## src/rtl/instruction_fetch.sv

```systemverilog
// Instruction fetch stage: reads IMEM at the current PC over a REQ/ACK
// handshake, holds the returned word in IR, decodes the fixed BETA fields
// and stalls the PC stage until the instruction is consumed or redirected.
module instruction_fetch #(
  parameter int TIMEOUT = 255
) (
  input  logic        CLK,
  input  logic        RESET,
  input  logic [31:0] PC,
  input  logic        ADVANCE,
  input  logic        FLUSH,
  output logic        IMEM_REQ,
  output logic [31:0] IMEM_ADDR,
  input  logic        IMEM_ACK,
  input  logic [31:0] IMEM_RDATA,
  output logic [31:0] IR,
  output logic [31:0] IR_PC,
  output logic        IR_VALID,
  output logic [5:0]  OPCODE,
  output logic [4:0]  RC,
  output logic [4:0]  RA,
  output logic [4:0]  RB,
  output logic [15:0] ID,
  output logic        PC_STALL,
  output logic        FETCH_ERR
);

  localparam int            CW       = $clog2(TIMEOUT + 1);
  // Abort on the edge that closes the TIMEOUT-th waiting cycle.
  localparam logic [CW-1:0] CNT_LAST = CW'(TIMEOUT - 1);

  typedef enum logic [1:0] {S_IDLE, S_REQ, S_HOLD, S_DRAIN} state_t;

  state_t        state, state_n;
  logic [CW-1:0] cnt, cnt_n;
  logic          req_n, vld_n, err_n;
  logic [31:0]   addr_n, ir_n, irpc_n;
  logic [31:0]   fetch_addr;
  logic          timed_out;
  logic          unused_pc_bits;

  // Supervisor bit never reaches memory; byte offset is dropped.
  assign fetch_addr     = {1'b0, PC[30:2], 2'b00};
  assign timed_out      = (cnt == CNT_LAST);
  assign unused_pc_bits = ^PC[1:0];

  // Next-state and next-register values; everything holds by default.
  always_comb begin
    state_n = state;
    cnt_n   = cnt;
    req_n   = IMEM_REQ;
    addr_n  = IMEM_ADDR;
    ir_n    = IR;
    irpc_n  = IR_PC;
    vld_n   = IR_VALID;
    err_n   = 1'b0;
    case (state)
      S_IDLE: begin
        // PC is stable here (previous consume/redirect already landed).
        state_n = S_REQ;
        req_n   = 1'b1;
        addr_n  = fetch_addr;
        cnt_n   = '0;
      end
      S_REQ: begin
        if (IMEM_ACK && !FLUSH) begin
          ir_n    = IMEM_RDATA;
          irpc_n  = PC;
          vld_n   = 1'b1;
          req_n   = 1'b0;
          cnt_n   = '0;
          state_n = S_HOLD;
        end else if (IMEM_ACK) begin
          // Data belongs to the abandoned path; reissue at the redirect PC.
          addr_n = fetch_addr;
          cnt_n  = '0;
        end else if (FLUSH) begin
          // Request still outstanding; must swallow its ACK before refetching.
          cnt_n   = '0;
          state_n = S_DRAIN;
        end else if (timed_out) begin
          err_n   = 1'b1;
          req_n   = 1'b0;
          cnt_n   = '0;
          state_n = S_IDLE;
        end else begin
          cnt_n = cnt + CW'(1);
        end
      end
      S_HOLD: begin
        // Detour through IDLE so the refetch sees the updated PC.
        if (ADVANCE || FLUSH) begin
          vld_n   = 1'b0;
          state_n = S_IDLE;
        end
      end
      S_DRAIN: begin
        if (IMEM_ACK) begin
          req_n   = 1'b0;
          cnt_n   = '0;
          state_n = S_IDLE;
        end else if (timed_out) begin
          err_n   = 1'b1;
          req_n   = 1'b0;
          cnt_n   = '0;
          state_n = S_IDLE;
        end else begin
          cnt_n = cnt + CW'(1);
        end
      end
      default: state_n = S_IDLE;
    endcase
  end

  // State and datapath registers, cleared asynchronously.
  always_ff @(posedge CLK or negedge RESET) begin
    if (!RESET) begin
      state     <= S_IDLE;
      cnt       <= '0;
      IMEM_REQ  <= 1'b0;
      IMEM_ADDR <= '0;
      IR        <= '0;
      IR_PC     <= '0;
      IR_VALID  <= 1'b0;
      FETCH_ERR <= 1'b0;
    end else begin
      state     <= state_n;
      cnt       <= cnt_n;
      IMEM_REQ  <= req_n;
      IMEM_ADDR <= addr_n;
      IR        <= ir_n;
      IR_PC     <= irpc_n;
      IR_VALID  <= vld_n;
      FETCH_ERR <= err_n;
    end
  end

  // Field decode follows IR regardless of IR_VALID.
  assign OPCODE = IR[31:26];
  assign RC     = IR[25:21];
  assign RA     = IR[20:16];
  assign RB     = IR[15:11];
  assign ID     = IR[15:0];

  // PC moves only on consume or redirect; frozen while in reset.
  assign PC_STALL = !RESET || !(((state == S_HOLD) && ADVANCE) || FLUSH);

endmodule

```

## config.mk

```make
export PLATFORM = sky130hd
export DESIGN_NAME = instruction_fetch
export DESIGN_NICKNAME = d
export VERILOG_FILES = /design/src/rtl/instruction_fetch.sv
export SDC_FILE = /design/constraint.sdc
export NUM_CORES = 1
export LEC_CHECK = 0
export CORE_MARGIN = 2
export CORE_UTILIZATION = 28
export CTS_BUF_LIST = sky130_fd_sc_hd__clkbuf_8
export CTS_CLUSTER_DIAMETER = 40
export CTS_CLUSTER_SIZE = 12
export DETAILED_ROUTE_END_ITERATION = 10
export HOLD_SLACK_MARGIN = 0.02
export SYNTH_ARGS = -nofsm -noshare
export SYNTH_HDL_FRONTEND = slang
export SYNTH_SLANG_ARGS = --single-unit
```

## constraint.sdc

```tcl
create_clock -name CLK -period 1.38 [get_ports CLK]
set_input_delay 0.276 -clock CLK [delete_from_list [all_inputs] [get_ports CLK]]
set_output_delay 0.276 -clock CLK [all_outputs]
set_load 0.01 [all_outputs]
```

==> impl_results.md <==
- Num rows: 47
- Worst Skew: 0.0104 ns
- Most common cell after layout, fill and taps aside: dfrtp_1
- H-tree levels: 3
- Maximum buffer depth of the clock tree: 2
- Average size of a mapped cell: 14.7 µm²
- IO buf count: 202
- Hold WC Path Type: in2async
- Final worst setup slack: -0.263 ns
- Global-route wire length before repair: 19500 µm
- Die width: 134 µm
- Pwr Total: 18.0 mW
- Slew @ Worst Pin: 0.572 ns
- I/O pin count: 206
- Ys Warns: 0
- Post-layout util: 0.491
- Period Utilization, post-route: 1.19
- Worst Setup End Kind: register
- RSZ-0062 raised after global routing: true
- GR Overflow Total: 0
- Number of library cell types mapped by synthesis: 33
- Fmax: 609 MHz
- Post-Syn Instances: 320
- Crit. Startpoint: state[0]
- PD cells: 2230 mW/mm²
- EDFF count, synth: 0
- CP Class: reg2reg
- Nets: 653
- Async SR Flop Fraction: 1.00
- Failing checks: setup timing
- Critical Path Fanout Max: 6
- Critical path startpoint category: register
- Levels on crit path: 6
- Core ar.: 0.0165 mm²
- Critical R2R Capture: IR_PC[30]
- Via density per instance: 4.26
- GRT Overall Usage: 0.142
- Clock Pin Slew Worst Setup and Hold Paths: 0.10 ns
- Sequential share of the synthesized area: 0.565
- Final wirelength: 13500 µm
- R2r startpoint: state[0]
- # clock sinks: 106
- CTS tree: built
- Max_cap viols: 0
- Synthesized flop and latch total: 106
- Routability congestion estimate: 0.798
- Largest net degree at the start of global routing: 107
- Slew margin rel.: 0.618
- Cell taking the most area after synthesis: dfrtp_1
- CP Buf/Inv Count: 3
- Die Y: 134 µm
- Reg2reg setup slack: -0.26 ns
- R2R cell count: 6
- Slowest-stage cell, CP: dfrtp_1
- CP Cell Sequence: buf_6, nor2b_4, and3b_4, buf_12, clkbuf_16, mux2_4
- Post-synth top area share: 0.565
- Period minus WS final: 1.64 ns
- Crit path capture: IR_PC[30]
- First-pass DRT Iterations: 4
- Drc violations: 0
- IR drop worst, VDD: 0.000938 V
- Worst skew pair latency: 0.38 ns
- Commonest non-fill, non-tap cells in the layout: dfrtp_1, mux2_4, clkdlybuf4s15_1
- Vias in the first global route: 3538
- Initial Utilization: 0.285
- Critical path arrival: 1.92 ns
- Initial DRC Count: 93
- LEAKAGE: 3.73 nW
- Delay-heaviest family, CP: buffers and inverters
- Max Slew Vio Count: 0
- Final setup fails: 99
- Most used DFF post-synth: dfrtp_1
- Status: finished, violations left
- Wire per inst: 16.7 µm
- Post-DRT Antenna Nets: 0
- Die area: 0.0178 mm²
- Mapped Area: 0.00470 mm²
- Initial antenna violation count: 0
- Hold Violations, Final: 0
- Layout cells sized above 1: 0.434
- P&R area growth vs syn: 72.0%
- TritonCTS buffer count: 9
- Hpwl dp: 8090 µm
- DR vias: 3439
- Root Buffer: clkbuf_8
- Worst path required time: 1.66 ns
- Worst slack at placement: -0.590 ns
- Largest cells by area after synthesis: dfrtp_1, mux2_4, mux2_2, buf_4, mux2_1
- Critical Path Max Stage Delay: 0.39 ns
[cell families (layout without fill, tap and decap cells)]
logic type / count (synthesis) / count (layout) / synth area share
DFF: 106 / 106 / 0.565
muxes: 94 / 94 / 0.264
buffers and inverters: 57 / 322 / 0.0951
and+or+nand+nor: 34 / 34 / 0.0360
AOI/OAI and AO/OA: 23 / 23 / 0.0285
xor gates and xnor gates: 3 / 3 / 0.00559
adders and majority gates: 2 / 2 / 0.00533
other: 1 / 4 / 0.000798
[stage by stage]
stage               cell area [µm²]  TNS, ns  instances  hold WS [ns]
floorplan                      4730    -5.86        322       -0.0196
global placement               6830   -49.33        716         0.447
detailed placement             6830   -50.04        716         0.453
CTS                            7410   -17.64        768        0.0224
global route                   8080   -21.86        807        0.0277
finish                         8080   -18.90        808       0.00786
[area by class of cell]
type / count / area, µm²
Inverter: 4 / 15.0
Antenna cell: 1 / 2.50
Tap cell: 220 / 275
Multi-Input combinational cell: 159 / 1890
Clock inverter: 5 / 77.6
Sequential cell: 106 / 2650
Timing Repair Buffer: 302 / 3010
Clock buffer: 11 / 151
Fill cell: 1431 / 8390
[where the power goes]
group | internal [mW] | switching (mW) | total, mW
Combinational | 6.52 | 3.72 | 10.2
Sequential | 4.59 | 0.967 | 5.56
Clock | 1.12 | 1.08 | 2.19
[how the worst min path moves through the flow]
| stage | cells after the start | endpoint | from | slack, ns |
|---|---|---|---|---|
| finish | 2 | IMEM_ADDR[10] | RESET | 0.008 |
| CTS | 2 | cnt[0] | RESET | 0.02 |
| floorplan | 0 | FETCH_ERR | RESET | -0.02 |
| global route | 2 | IMEM_ADDR[11] | RESET | 0.03 |
| global placement | 2 | cnt[0] | RESET | 0.45 |
| detailed placement | 2 | cnt[0] | RESET | 0.45 |
[synth_stat cells, types with 3 or more instances]
cell type,n
buf_4,42
inv_1,4
nand2_1,14
nor2_1,3
a21oi_1,7
mux2_4,49
nand3_1,5
mux2_2,34
buf_2,3
buf_8,5
dfrtp_1,106
mux2_1,10
o21ai_0,10
[worst register-to-register path, delay by kind of cell, from the launching register on]
kind	cells	cell delay, ns
buf+inv	3	0.46
simple gates	2	0.42
mux	1	0.29
flops	1	0.39
[flip-flops by register name (all words and copies together) (netlist names)]
| register | count |
|---|---|
| IMEM_ADDR | 29 |
| IR_VALID | 1 |
| IR_PC | 32 |
| FETCH_ERR | 1 |
| IMEM_REQ | 1 |
| cnt | 8 |
| IR | 32 |
| state | 2 |
[per-layer routing]
| metal | global-route usage | vias up | share of wire |
|---|---|---|---|
| met1 | 0.169 | 1712 | 0.42 |
| li1 | - | 1576 | - |
| met2 | 0.235 | 133 | 0.50 |
| met3 | 0.0453 | 18 | 0.064 |
| met5 | 0 | - | 0 |
| met4 | 0.0609 | 0 | 0.022 |
[timing repair]
item                       CTS  global route
buffers inserted            34            38
pin swaps                    1            11
cloned                       5             4
setup endpoints to repair  233           186
hold buffers                 0             0
gates resized for setup    263           143
Power figures use the tool's default switching activity.
